`config.mk`:
```
export PLATFORM = sky130hd
export DESIGN_NAME = pipe_ctrl
export DESIGN_NICKNAME = d
export VERILOG_FILES = /design/src/rtl/pipe_ctrl_pkg.sv /design/src/rtl/sat_counter.sv /design/src/rtl/pipe_ctrl.sv
export SDC_FILE = /design/constraint.sdc
export NUM_CORES = 1
export LEC_CHECK = 0
export CORE_AREA = 2 2 90 92
export DETAILED_ROUTE_END_ITERATION = 10
export DIE_AREA = 0 0 92 94
export PLACE_DENSITY = 0.86
export SLEW_MARGIN = 40
export SYNTH_ARGS = -nofsm -noshare
export SYNTH_HDL_FRONTEND = slang
export SYNTH_HIERARCHICAL = 1
export SYNTH_SLANG_ARGS = --single-unit
export TNS_END_PERCENT = 100
```
`constraint.sdc`:
```
create_clock -name i_clk -period 5.6 [get_ports i_clk]
set_clock_uncertainty 0.15 [all_clocks]
set_input_delay 0.56 -clock i_clk [delete_from_list [all_inputs] [get_ports i_clk]]
set_output_delay 0.56 -clock i_clk [all_outputs]
set_load 0.005 [all_outputs]
```
`src/rtl/pipe_ctrl_pkg.sv`:
```
// -----------------------------------------------------------------------------
// pipe_ctrl_pkg
// Shared types and constants for the pipeline sequencer and the stage
// registers it drives.
//   pipe_state_e    : sequencer states (RUN, MEM_WAIT, HALT)
//   NOP_INSTR       : instruction word loaded into a stage register on clear
//                     (addi x0, x0, 0)
//   load_use_hazard : detects a load in EX feeding a source operand in ID
// -----------------------------------------------------------------------------
package pipe_ctrl_pkg;

    localparam int          REG_ADDR_W = 5;
    localparam logic [31:0] NOP_INSTR  = 32'h0000_0013;

    typedef enum logic [1:0] {
        RUN      = 2'd0,
        MEM_WAIT = 2'd1,
        HALT     = 2'd2
    } pipe_state_e;

    // x0 is hard-wired to zero, so a load targeting it never creates a hazard.
    function automatic logic load_use_hazard(
        input logic                  mem_read_ex,
        input logic [REG_ADDR_W-1:0] rd_ex,
        input logic [REG_ADDR_W-1:0] rs1_id,
        input logic [REG_ADDR_W-1:0] rs2_id,
        input logic                  rs1_used_id,
        input logic                  rs2_used_id
    );
        return mem_read_ex && (rd_ex != '0) &&
               (((rd_ex == rs1_id) && rs1_used_id) ||
                ((rd_ex == rs2_id) && rs2_used_id));
    endfunction

endpackage

```
`src/rtl/sat_counter.sv`:
```
// -----------------------------------------------------------------------------
// sat_counter
// Up-counter that sticks at all-ones instead of wrapping.
//   i_clk   : clock, rising edge
//   i_clr   : synchronous clear (wins over i_inc)
//   i_inc   : count one this cycle
//   o_count : current count
// -----------------------------------------------------------------------------
module sat_counter #(
    parameter int W = 32
) (
    input  logic         i_clk,
    input  logic         i_clr,
    input  logic         i_inc,
    output logic [W-1:0] o_count
);

    logic [W-1:0] r_count;

    // NOTE: clear is sampled only on the clock edge (synchronous), so it
    // lives inside the clocked block and not in the sensitivity list.
    always_ff @(posedge i_clk) begin
        // NOTE: non-blocking assignments for all clocked state so every
        // register samples pre-edge values regardless of statement order.
        if (i_clr) begin
            r_count <= '0;
        end else if (i_inc && (r_count != '1)) begin
            r_count <= r_count + W'(1);
        end
    end

    assign o_count = r_count;

endmodule

```
`src/rtl/pipe_ctrl.sv`:
```
// -----------------------------------------------------------------------------
// pipe_ctrl
// Central sequencer for the pipeline stage registers. Produces load enables
// and active-low clears for PC, IF/ID, ID/EX, EX/MEM and MEM/WB to stall on
// load-use hazards, squash on taken branches, freeze during slow data-memory
// accesses (bounded by MEM_TIMEOUT) and halt on debug request.
//   i_clk, i_reset            : clock / synchronous active-high reset
//   i_mem_read_ex, i_rd_ex    : EX instruction is a load, and its destination
//   i_rs1_id, i_rs2_id        : ID source registers
//   i_rs1_used_id, i_rs2_used_id : ID instruction actually reads rs1 / rs2
//   i_pc_sel_ex               : taken branch/jump resolved in EX
//   i_dmem_req, i_dmem_ack    : MEM-stage handshake request / completion
//   i_halt                    : debug halt request
//   o_enable_*                : stage register load enables (Mealy)
//   o_reset_*                 : stage register clears, active low (Mealy)
//   o_mem_err                 : sticky dmem timeout flag
//   o_halted                  : sequencer is in HALT
//   o_stall_cnt, o_flush_cnt  : saturating performance counters
// -----------------------------------------------------------------------------
module pipe_ctrl
    import pipe_ctrl_pkg::*;
#(
    parameter int MEM_TIMEOUT = 16,
    parameter int CNT_W       = 32
) (
    input  logic                  i_clk,
    input  logic                  i_reset,
    input  logic                  i_mem_read_ex,
    input  logic [REG_ADDR_W-1:0] i_rd_ex,
    input  logic [REG_ADDR_W-1:0] i_rs1_id,
    input  logic [REG_ADDR_W-1:0] i_rs2_id,
    input  logic                  i_rs1_used_id,
    input  logic                  i_rs2_used_id,
    input  logic                  i_pc_sel_ex,
    input  logic                  i_dmem_req,
    input  logic                  i_dmem_ack,
    input  logic                  i_halt,
    output logic                  o_enable_pc,
    output logic                  o_enable_id,
    output logic                  o_enable_ex,
    output logic                  o_enable_mem,
    output logic                  o_enable_wb,
    output logic                  o_reset_id,
    output logic                  o_reset_ex,
    output logic                  o_reset_mem,
    output logic                  o_reset_wb,
    output logic                  o_mem_err,
    output logic                  o_halted,
    output logic [CNT_W-1:0]      o_stall_cnt,
    output logic [CNT_W-1:0]      o_flush_cnt
);

    localparam int               TMO_W    = $clog2(MEM_TIMEOUT + 1);
    localparam logic [TMO_W-1:0] TMO_LAST = TMO_W'(MEM_TIMEOUT - 1);

    pipe_state_e      r_state;
    logic [TMO_W-1:0] r_tmo;
    logic             r_mem_err;

    pipe_state_e      w_next_state;
    logic             w_freeze;     // every stage holds this cycle
    logic             w_rules;      // branch / load-use rules apply this cycle
    logic             w_timeout;    // MEM_WAIT exits without an ack
    logic             w_hazard;
    logic             w_branch;
    logic             w_load_use;
    logic [4:0]       w_enable;     // {pc, id, ex, mem, wb}
    logic [3:0]       w_reset_n;    // {id, ex, mem, wb}

    // -------------------------------------------------------------------------
    // Next-state decode. In RUN the priority is dmem wait, halt, then the
    // branch/load-use rules. The MEM_WAIT exit cycle lets the pipeline advance
    // and applies branch/load-use, but deliberately does not look at i_halt:
    // a halt raised during the wait is taken from RUN on the following cycle.
    // -------------------------------------------------------------------------
    always_comb begin
        // NOTE: every combinationally assigned signal gets a default first so
        // no path through the case leaves it unassigned (no latch inferred).
        w_next_state = r_state;
        w_freeze     = 1'b0;
        w_rules      = 1'b0;
        w_timeout    = 1'b0;

        unique case (r_state)
            RUN: begin
                if (i_dmem_req && !i_dmem_ack) begin
                    w_freeze     = 1'b1;
                    w_next_state = MEM_WAIT;
                end else if (i_halt) begin
                    w_freeze     = 1'b1;
                    w_next_state = HALT;
                end else begin
                    w_rules = 1'b1;
                end
            end
            MEM_WAIT: begin
                if (i_dmem_ack || (r_tmo == TMO_LAST)) begin
                    w_rules      = 1'b1;
                    w_timeout    = !i_dmem_ack;
                    w_next_state = RUN;
                end else begin
                    w_freeze = 1'b1;
                end
            end
            HALT: begin
                w_freeze = 1'b1;
                if (!i_halt) begin
                    w_next_state = RUN;
                end
            end
            default: begin
                w_next_state = RUN;
            end
        endcase
    end

    assign w_hazard   = load_use_hazard(i_mem_read_ex, i_rd_ex, i_rs1_id, i_rs2_id,
                                        i_rs1_used_id, i_rs2_used_id);
    assign w_branch   = w_rules && i_pc_sel_ex;
    // A taken branch squashes the ID instruction anyway, so its hazard is moot.
    assign w_load_use = w_rules && !i_pc_sel_ex && w_hazard;

    // -------------------------------------------------------------------------
    // Mealy enable/clear outputs. Reset flushes every stage register to a NOP
    // while leaving enables high so the clear actually loads.
    // -------------------------------------------------------------------------
    always_comb begin
        w_enable  = 5'b11111;
        w_reset_n = 4'b1111;
        if (i_reset) begin
            w_reset_n = 4'b0000;
        end else if (w_freeze) begin
            w_enable = 5'b00000;
        end else if (w_branch) begin
            // Squash the two younger instructions in IF/ID and ID/EX.
            w_reset_n = 4'b0011;
        end else if (w_load_use) begin
            // Hold PC and IF/ID, inject one bubble into ID/EX.
            w_enable  = 5'b00111;
            w_reset_n = 4'b1011;
        end
    end

    assign {o_enable_pc, o_enable_id, o_enable_ex, o_enable_mem, o_enable_wb} = w_enable;
    assign {o_reset_id, o_reset_ex, o_reset_mem, o_reset_wb}                  = w_reset_n;

    // -------------------------------------------------------------------------
    // State, timeout counter and sticky error. The timeout counter is held at
    // zero outside MEM_WAIT, which clears it on every entry to the wait.
    // -------------------------------------------------------------------------
    always_ff @(posedge i_clk) begin
        if (i_reset) begin
            r_state   <= RUN;
            r_tmo     <= '0;
            r_mem_err <= 1'b0;
        end else begin
            r_state   <= w_next_state;
            r_mem_err <= r_mem_err | w_timeout;
            if (r_state == MEM_WAIT) begin
                r_tmo <= r_tmo + TMO_W'(1);
            end else begin
                r_tmo <= '0;
            end
        end
    end

    assign o_mem_err = r_mem_err;
    assign o_halted  = (r_state == HALT) && !i_reset;

    sat_counter #(.W(CNT_W)) u_stall_cnt (
        .i_clk   (i_clk),
        .i_clr   (i_reset),
        .i_inc   (!o_enable_pc && !i_reset),
        .o_count (o_stall_cnt)
    );

    sat_counter #(.W(CNT_W)) u_flush_cnt (
        .i_clk   (i_clk),
        .i_clr   (i_reset),
        .i_inc   (w_branch && !i_reset),
        .o_count (o_flush_cnt)
    );

endmodule

```
# After elaboration in Yosys (flattened, before gate mapping)

Index checks and enable logic that the tools add are counted.

Word-level logic and storage cells: 66
Register bits after elaboration: 72
Input bits: 24
Output and inout port bits: 75

Reductions and logical operators: 23
Muxes and demuxes: 23
Bitwise gates (word level): 2
Add/subtract/negate cells: 3
Eq/ne operators: 10

Operators with widths:

| cell                  | number |
|---|---|
| $add 32x1->32 const B | 2 |
| $ne 32x32->1 const B  | 2 |
| $mux 5                | 4 |
| $logic_and 1x1->1     | 13 |
| $mux 4                | 3 |
| $eq 5x5->1            | 2 |
| $mux 1                | 8 |
| $mux 2                | 4 |
| $pmux 2 s3            | 1 |
| $add 5x1->5 const B   | 1 |
| $eq 5x4->1 const B    | 1 |
| $reduce_bool 5->1     | 1 |
| $logic_not 1->1       | 4 |
| $ne 2x2->1 const B    | 2 |
| $mux 3                | 1 |
| $ne 3x3->1 const B    | 1 |
| $pmux 1 s3            | 1 |
| $reduce_and 3->1      | 1 |
| $eq 2x1->1 const B    | 1 |
| $eq 2x2->1 const B    | 1 |
| $logic_not 2->1       | 1 |
| $logic_or 1x1->1      | 2 |
| $pmux 1 s2            | 1 |
| $reduce_or 2->1       | 1 |
| 2 further kinds       | 2 |

# Longest topological paths before layout

Gate-level depths: netlist of run 1.

Depth in word-level cells: 13
Mapped depth: 12
Mapped depth without buffers: 12

# By module

The synthesis of run 1 kept the hierarchy.

Modules (own cells, without submodules):

| module      | area an instance (µm²) | sequential area each (µm²) | cells each | times used |
|---|---|---|---|---|
| sat_counter | 1674.1                 | 640.6                      | 199        | 2 |
| pipe_ctrl   | 599.3                  | 160.2                      | 70         | 1 |

# Worst setup path before layout of run 1

Ideal clock, no wire load.

Path kind: flip-flop to flip-flop
Start: reg r_tmo[0]
End: reg u_stall_cnt.r_count[31], in the netlist u_stall_cnt/o_count[31]
Library setup time: 0.121 ns
Required time: 5.329 ns
Cell stages (with the launch flop): 13
Arrival: 2.991 ns
Path buffers: 0
Clock period less this slack: 3.262 ns
Setup slack: 2.338 ns
Path through: dfxtp_1 > ha_1 > and3_1 > ha_1 > nor3b_1 > o21bai_1 > a21oi_1 > a31o_1 > nand4_1 > nor4_2 > nand4_1 > nor4_1 > mux2_2

Word-level cells in the longest chain between the ends: 13
Elaborated cells between the ends (all ways): 16
Those cells by class: eq/ne: 1; mux: 8; reduce/logical: 7

RTL lines:

| item                           | line              | text |
|---|---|---|
| from (decl)                    | pipe_ctrl.sv:57   | `logic [TMO_W-1:0] r_tmo;` |
| from (signal assigned)         | pipe_ctrl.sv:160  | `r_tmo <= r_tmo + TMO_W'(1);` |
| $eq 5x4->1 *                   | pipe_ctrl.sv:97   | `if (i_dmem_ack \|\| (r_tmo == TMO_LAST)) begin` |
| $logic_or 1x1->1 *             | pipe_ctrl.sv:97   |  |
| $mux 1                         | pipe_ctrl.sv:97   |  |
| $pmux 1 s2                     | pipe_ctrl.sv:84   | `unique case (r_state)` |
| $logic_and 1x1->1 (2 in a row) | pipe_ctrl.sv:121  | `assign w_load_use = w_rules && !i_pc_sel_ex && w_hazard;` |
| $mux 5                         | pipe_ctrl.sv:137  | `end else if (w_load_use) begin` |
| $mux 5                         | pipe_ctrl.sv:134  | `end else if (w_branch) begin` |
| $mux 5 *                       | pipe_ctrl.sv:132  | `end else if (w_freeze) begin` |
| $mux 5 *                       | pipe_ctrl.sv:130  | `if (i_reset) begin` |
| $logic_not 1->1 *              | pipe_ctrl.sv:173  | `.i_inc (!o_enable_pc && !i_reset),` |
| $logic_and 1x1->1 *            | pipe_ctrl.sv:173  |  |
| $logic_and 1x1->1 *            | sat_counter.sv:27 | `end else if (i_inc && (r_count != '1)) begin` |
| to (signal assigned)           | sat_counter.sv:28 | `r_count <= r_count + W'(1);` |
| to (decl)                      | sat_counter.sv:18 | `logic [W-1:0] r_count;` |

Mark *: on every way between the ends. The rest lies on a longest branch, timed or not.
A chain may end at the register's enable or synchronous reset.

# Worst setup path after layout of run 1

Start: reg r_tmo[0]
End: reg u_flush_cnt.r_count[31], in the netlist u_flush_cnt/o_count[31]

Word-level cells in the longest chain between the ends: 7

RTL lines:

| item                 | line              | text |
|---|---|---|
| $eq 5x4->1           | pipe_ctrl.sv:97   |  |
| $logic_or 1x1->1     | pipe_ctrl.sv:97   |  |
| $mux 1               | pipe_ctrl.sv:97   |  |
| $pmux 1 s2           | pipe_ctrl.sv:84   |  |
| $logic_and 1x1->1    | pipe_ctrl.sv:119  | `assign w_branch = w_rules && i_pc_sel_ex;` |
| $logic_and 1x1->1    | pipe_ctrl.sv:180  | `.i_inc (w_branch && !i_reset),` |
| $logic_and 1x1->1    | sat_counter.sv:27 |  |
| to (signal assigned) | sat_counter.sv:28 |  |
| to (decl)            | sat_counter.sv:18 |  |

No other way between the ends.

==> insert_results.sql, run 1 <==
INSERT INTO impl_metrics (metric_group, metric, value, unit) VALUES
('die', 'die_h', '94', 'um'),
('setup_path', 'worst-path-max-fanout', '10', ''),
('synthesis', 'yosys_top_cell_by_area', 'sky130_fd_sc_hd__dfxtp_1', ''),
('global_route', 'grtUsageTotal', '24.0', '%'),
('synthesis', 'syn-mean-instance-area', '8.43', 'um^2'),
('synthesis', 'seq_area_frac_synth', '36.5', '%'),
('timing', 'report.final.slew_viol_count', '0', ''),
('synthesis', 'post_synth_main_area_contributors', 'sky130_fd_sc_hd__dfxtp_1, sky130_fd_sc_hd__a21oi_1, sky130_fd_sc_hd__xnor2_1, sky130_fd_sc_hd__o31ai_1, sky130_fd_sc_hd__or4_1', ''),
('global_route', 'antenna_found_initial', '0', ''),
('routing', 'avgViaCountPerCell', '6.19', ''),
('timing', 'timing.hold.ws', '317', 'ps'),
('synthesis', 'yosys_most_used_dff', 'sky130_fd_sc_hd__dfxtp_1', ''),
('setup_path', 'worst_path_dominant_cell_family', 'simple AND/OR/NAND/NOR gates', ''),
('timing', 'setup_viol', '0', ''),
('timing', 'setup_total_negative_slack', '0', 'ps'),
('finish', 'area_occupied_by_multi_input_gates', '2370', 'um^2'),
('setup_path', 'worstPathRequired', '5680', 'ps'),
('setup_path', 'worst_path_largest_cell_delay', '610', 'ps'),
('routing', 'initialDrtViolationCount', '303', ''),
('setup_path', 'endpoint_kind', 'register', ''),
('setup_path', 'worst_path_max_delay_cell', 'sky130_fd_sc_hd__nor4_2', ''),
('placement', 'dpl.hpwl', '7.65', 'mm'),
('synthesis', 'post-synth-top-area-fraction', '36.5', '%'),
('worst_hold_path', 'hold_path.class', 'register to register', ''),
('die', 'die_outline_area', '8650', 'um^2'),
('setup_path', 'cp.buffers_inverters', '0', ''),
('die', 'initial_utilization', '51.9', '%'),
('finish', 'mostFrequentLayoutCell', 'sky130_fd_sc_hd__clkdlybuf4s50_1', ''),
('finish', 'antenna_cells', '0', ''),
('clock_network', 'clkTransAtPathRegs', '80', 'ps'),
('synthesis', 'number_of_distinct_library_cells_after_synthesis', '50', ''),
('timing', 'final_period_minus_worst_setup_slack', '3780', 'ps'),
('setup_path', 'setup.worst_path.start_class', 'register', ''),
('timing', 'worst-slew-pin-transition', '817', 'ps'),
('die', 'chip_width', '92', 'um'),
('run', 'maxCapViolations', '0', ''),
('synthesis', 'flop_and_latch_count_out_of_synthesis', '72', ''),
('die', 'num_io_pins', '99', ''),
('clock_network', 'cts-buffers-inserted', '9', ''),
('global_route', 'first_global_vias', '3720', ''),
('placement', 'place_congestion', '0.848', ''),
('global_route', 'remaining_global_route_overflow', '0', ''),
('setup_path', 'reg2reg_slack', '1820', 'ps'),
('finish', 'layout-area-overhead-vs-synth', '30.3', '%'),
('setup_path', 'cp_cell_sequence', 'ha_1 -> and3_1 -> ha_1 -> nor3b_2 -> nor3_1 -> and3_1 -> nand4_1 -> nor4_2 -> nand4_1 -> nor4_1 -> mux2_2', ''),
('routing', 'totalWireLength', '10.6', 'mm'),
('clock_network', 'clk_sinks', '72', ''),
('clock_network', 'cts_resized', '0', ''),
('die', 'core_area', '7610', 'um^2'),
('timing', 'final_min_period_over_clock_period', '67.4', '%'),
('setup_path', 'critical_path_start_end_classification', 'register to register', ''),
('timing', 'fmax', '265', 'MHz'),
('synthesis', 'instance_count_of_the_mapped_netlist', '468', ''),
('routing', 'drc', '0', ''),
('placement', 'io_buffers', '98', ''),
('clock_network', 'post-cts-setup-buffer-count', '0', ''),
('power_and_ir_drop', 'power_per_cell_area', '186', 'nW/um^2'),
('finish', 'fillCellCount', '626', ''),
('clock_network', 'htreeDepth', '3', ''),
('global_route', 'largest_net_degree_at_the_start_of_global_routing', '41', ''),
('synthesis', 'synth-edff-count', '0', ''),
('finish', 'most-common-layout-cells', 'sky130_fd_sc_hd__clkdlybuf4s50_1, sky130_fd_sc_hd__dfxtp_1, sky130_fd_sc_hd__a21oi_1', ''),
('synthesis', 'syn-cell-area', '3950', 'um^2'),
('die', 'floorplan.rows', '32', ''),
('clock_network', 'tritoncts', 'built', ''),
('routing', 'routed_wire_length_per_instance', '16.0', 'um'),
('finish', 'finalNetCount', '581', ''),
('finish', 'sequential_cell_area', '1440', 'um^2'),
('routing', 'drtPass1Iterations', '5', ''),
('clock_network', 'clock_insertion_delay_worst_skew', '340', 'ps'),
('outcome', 'status', 'completed', '');
[report_power, final]
part,internal [uW],switching [uW],leakage (uW)
logic,41.1,34.4,0.000883
registers,515,4.74,0.000580
clock network,170,193,0.0000878
total,725,232,0.00155
[sequential cells by signal (all words and copies together) (netlist names)]
signal,cells
o_mem_err,1
r_state,2
r_tmo,5
u_flush_cnt/o_count,32
u_stall_cnt/o_count,32
[final timing paths]
check	endpoint	cells past startpoint	start
setup / recovery	u_flush_cnt/o_count[31]	11	r_tmo[0]
hold / removal	r_tmo[0]	1	r_tmo[0]
setup reg to reg	u_flush_cnt/o_count[31]	11	r_tmo[0]
hold reg to reg	r_tmo[0]	1	r_tmo[0]
[synth_stat cells, drive strengths merged, types with 2 or more instances]
cell type and number:
ha 4, mux2i 2, xnor2 23, inv 9, or4 25, a31o 3, a21oi 47, nand3 29
o21ai 17, or3b 2, a2111oi 5, or2 2, o41ai 2, a211oi 2, xor2 3, o31ai 24
clkbuf 17, and4 8, nand2b 4, nor2 34, nor3b 7, o21bai 2, nor2b 6, a31oi 3
or3 22, dfxtp 72, and2 2, nor4 11, nand4 22, mux2 4, nor3 5, a21o 2
nand2 23, and3 10, buf 10
[cell families (layout without fill, tap and decap cells)]
group | count (synthesis) | after routing | share of synthesized area [%]
AO/OA/AOI/OAI | 111 | 111 | 18.6
XOR/XNOR | 26 | 26 | 5.77
buffers and inverters | 36 | 126 | 3.99
multiplexers | 6 | 6 | 1.65
adder cells (fa/ha/maj) | 4 | 4 | 1.27
AND/OR/NAND/NOR | 213 | 213 | 32.2
flip-flops | 72 | 72 | 36.5
[stage by stage]
stage	total power (uW)	setup WS [ps]	cells	area [um^2]	util, %
6_report	957	1820	660	5140	67.6
5_1_grt	989	1520	660	5140	67.6
4_1_cts	965	1850	660	5140	67.6
3_5_place_dp	606	1520	644	4970	65.3
3_3_place_gp	604	1690	644	4960	65.2
2_1_floorplan	567	2340	468	3950	-
[layer usage]
metal | share of wire, % | GRT usage, % | vias up
li1 | - | - | 1952
met4 | 1.6 | 8.96 | 0
met1 | 42 | 29.1 | 1959
met2 | 51 | 42.6 | 157
met5 | 0 | 0 | -
met3 | 6.0 | 3.93 | 16
[final cells by class]
cell class                 count  area share [%]
multi-input combinational    360            46.1
sequential                    72            28.0
timing repair buffer         101            19.4
tap                          102            2.48
clock buffer                  10            2.68
clock inverter                 6           0.681
inverter                       9           0.657
No activity file was read; power rests on OpenSTA's default activity.
==> run 2, diff against run 1 <==
Settings changed: CORE_AREA 2 2 90 92 to 2 2 92 94, DIE_AREA 0 0 92 94 to 0 0 94 96, PLACE_DENSITY 0.86 to 0.83.
Clock period 5.6 ns to 3.5 ns, I/O delays scaled along.
==> insert_results.sql, run 2 (synthesis gave the netlist of run 1 again) <==
INSERT INTO impl_metrics (metric_group, metric, value, unit) VALUES
('outcome', 'status', 'completed', ''),
('finish', 'antenna_cells', '0', ''),
('global_route', 'grt_first_pass_wirelength', '16.6', 'mm'),
('setup_path', 'rr_worst_depth', '13', ''),
('routing', 'totalWireLength', '10.2', 'mm'),
('setup_path', 'timing.critical_path.arrival', '3310', 'ps'),
('setup_path', 'endpoint_kind', 'register', ''),
('worst_hold_path', 'hold_end', 'r_tmo[0]', ''),
('routing', 'avgViaCountPerCell', '6.00', ''),
('placement', 'io_buffers', '98', ''),
('routing', 'initialDrtViolationCount', '243', ''),
('timing', 'setup_total_negative_slack', '0', 'ps'),
('global_route', 'first_global_vias', '3714', ''),
('clock_network', 'clock_path_buffers', '2', ''),
('timing', 'final_period_minus_worst_setup_slack', '3230', 'ps'),
('finish', 'layout-area-overhead-vs-synth', '33.2', '%'),
('clock_network', 'tritoncts', 'built', ''),
('timing', 'setup_viol', '0', ''),
('routing', 'drt.antenna.violating_nets', '0', ''),
('placement', 'dpl.hpwl', '7.39', 'mm'),
('setup_path', 'crit-reg2reg-launch', 'r_tmo[0]', ''),
('global_route', 'use_met1', '27.6', '%'),
('setup_path', 'worstPathRequired', '3580', 'ps'),
('setup_path', 'timing.rr.end', 'u_stall_cnt/o_count[31]', ''),
('global_route', 'remaining_global_route_overflow', '0', ''),
('timing', 'finalHoldViolCount', '0', ''),
('worst_hold_path', 'worstHoldPathCells', '1', ''),
('setup_path', 'worst-path-max-fanout', '6', ''),
('setup_path', 'reg2reg_slack', '270', 'ps'),
('global_route', 'grtUsageTotal', '22.7', '%'),
('clock_network', 'clk_root_buffer_cell', 'sky130_fd_sc_hd__clkbuf_8', ''),
('routing', 'drtPass1Iterations', '4', ''),
('clock_network', 'cts-buffers-inserted', '9', ''),
('setup_path', 'setup.worst_path.start_class', 'register', ''),
('placement', 'detailedPlace.worstSlack', '157', 'ps'),
('global_route', 'globalRouteMet3Util', '3.84', '%'),
('run', 'maxCapViolations', '0', ''),
('routing', 'routed_wire_length_per_instance', '15.1', 'um'),
('die', 'initial_utilization', '49.0', '%'),
('global_route', 'global_route.usage.met2', '39.5', '%'),
('worst_hold_path', 'hold_path.class', 'register to register', ''),
('placement', 'place_congestion', '0.815', ''),
('clock_network', 'clkTransAtPathRegs', '70', 'ps'),
('die', 'chip_width', '94', 'um'),
('power_and_ir_drop', 'vdd_ir_drop_max', '0.220', 'mV'),
('timing', 'worst-slew-pin-transition', '639', 'ps'),
('clock_network', 'clock_insertion_delay_worst_skew', '340', 'ps'),
('clock_network', 'clk_sinks', '72', ''),
('die', 'core_area', '8050', 'um^2'),
('finish', 'most-common-layout-cells', 'sky130_fd_sc_hd__clkdlybuf4s50_1, sky130_fd_sc_hd__dfxtp_1, sky130_fd_sc_hd__a21oi_1', ''),
('timing', 'final_min_period_over_clock_period', '92.3', '%'),
('power_and_ir_drop', 'p_leak', '0.00161', 'uW'),
('setup_path', 'critical_path_start_end_classification', 'register to register', ''),
('timing', 'timing.hold.ws', '297', 'ps'),
('routing', 'drc', '0', ''),
('routing', 'vias_after_detailed_routing', '4053', ''),
('global_route', 'globalRoute.busiestLayer', 'met2', ''),
('die', 'floorplan.rows', '33', ''),
('timing', 'rsz0062_at_grt', 'no', ''),
('die', 'die_outline_area', '9020', 'um^2'),
('global_route', 'antenna_found_initial', '0', ''),
('worst_hold_path', 'hold_path.startpoint', 'r_tmo[0]', ''),
('clock_network', 'htreeDepth', '3', ''),
('finish', 'layout-drive-gt1-share', '9.47', '%'),
('finish', 'mostFrequentLayoutCell', 'sky130_fd_sc_hd__clkdlybuf4s50_1', ''),
('clock_network', 'cts_hold_buf', '0', ''),
('die', 'die_h', '96', 'um'),
('finish', 'post-route-util', '65.3', '%'),
('power_and_ir_drop', 'power_per_cell_area', '310', 'nW/um^2'),
('global_route', 'largest_net_degree_at_the_start_of_global_routing', '52', ''),
('timing', 'fmax', '309', 'MHz'),
('finish', 'finalNetCount', '593', ''),
('timing', 'final_worst_slack', '268', 'ps'),
('timing', 'slew-limit-headroom', '57.1', '%'),
('die', 'num_io_pins', '99', ''),
('timing', 'report.final.slew_viol_count', '0', '');
==> run 2: cell types whose count changed in the layout (fill, tap and decap cells not counted) <==
| cell | delta |
|---|---|
| sky130_fd_sc_hd__buf_4 | +12 |
| sky130_fd_sc_hd__nor4_4 | -1 |
| sky130_fd_sc_hd__clkbuf_1 | +2 |
| sky130_fd_sc_hd__clkinvlp_4 | -2 |
| sky130_fd_sc_hd__clkinv_2 | -2 |
| sky130_fd_sc_hd__clkbuf_8 | +1 |
| sky130_fd_sc_hd__a21oi_1 | -1 |
| sky130_fd_sc_hd__bufinv_16 | +1 |
| sky130_fd_sc_hd__a21oi_2 | +1 |
| sky130_fd_sc_hd__nor4_2 | +1 |
==> run 2: worst max-delay path, cell delays in order (launching register included) <==
cell and delay (ps):
sky130_fd_sc_hd__dfxtp_1 320, sky130_fd_sc_hd__ha_1 210, sky130_fd_sc_hd__and3_1 190, sky130_fd_sc_hd__ha_1 230
sky130_fd_sc_hd__nor3b_1 200, sky130_fd_sc_hd__o21bai_1 120, sky130_fd_sc_hd__a21oi_2 190, sky130_fd_sc_hd__a31o_1 180
sky130_fd_sc_hd__nand4_1 150, sky130_fd_sc_hd__nor4_2 260, sky130_fd_sc_hd__buf_4 190, sky130_fd_sc_hd__nand4_1 90
sky130_fd_sc_hd__nor4_1 260, sky130_fd_sc_hd__mux2_2 370
==> run 2: where the power goes <==
group	internal (uW)	total [uW]	switching (uW)
sequential	823	831	7.94
combinational	70.3	124	54.2
clock	367	672	305
==> run 2: layout make-up <==
| type | instances | area [um^2] |
|---|---|---|
| multi-input cells | 360 | 2360 |
| flip-flops and latches | 72 | 1440 |
| clock buffers | 13 | 159 |
| fillers | 649 | 2790 |
| inverters | 9 | 33.8 |
| clock inverters | 3 | 40.0 |
| repair buffers | 113 | 1090 |
| well taps | 105 | 131 |
==> run 2: worst max-delay path by stage <==
| stage | from | endpoint | slack [ps] |
|---|---|---|---|
| finish | r_tmo[0] | u_stall_cnt/o_count[31] | 270 |
| global placement | i_dmem_ack | u_stall_cnt/o_count[31] | 240 |
| global route | r_tmo[0] | u_stall_cnt/o_count[31] | 10 |
| CTS | r_tmo[0] | u_stall_cnt/o_count[31] | 150 |
| detailed placement | i_dmem_ack | u_stall_cnt/o_count[31] | 160 |
| floorplan | r_tmo[0] | u_stall_cnt/o_count[31] | 240 |
==> run 2: layer usage <==
| layer | wire length (um) | share of wire, % | vias up |
|---|---|---|---|
| li1 | - | - | 1967 |
| met1 | 4380 | 43 | 1937 |
| met2 | 5050 | 49 | 132 |
| met3 | 606 | 5.9 | 17 |
| met4 | 178 | 1.7 | 0 |
| met5 | 0 | 0 | - |
==> run 2: stage by stage <==
stage | instance area (um^2) | cells | power (uW)
after floorplan | 3950 | 468 | 908
after global placement | 5050 | 658 | 970
after detailed placement | 5050 | 658 | 972
after CTS | 5250 | 674 | 1630
after global routing | 5260 | 675 | 1680
final | 5260 | 675 | 1630
==> run 2: what timing repair did <==
| item | 4_1_cts | 5_1_grt |
|---|---|---|
| endpoints found under the setup margin | 0 | 3 |
| setup buffers | 0 | 1 |
| resized for setup | 0 | 1 |
==> run 3, diff against run 2 <==
Settings changed: SLEW_MARGIN 40 to 5.
==> results of run 3 <==
The final DEF is identical to that of run 2; final timing and power are the same.
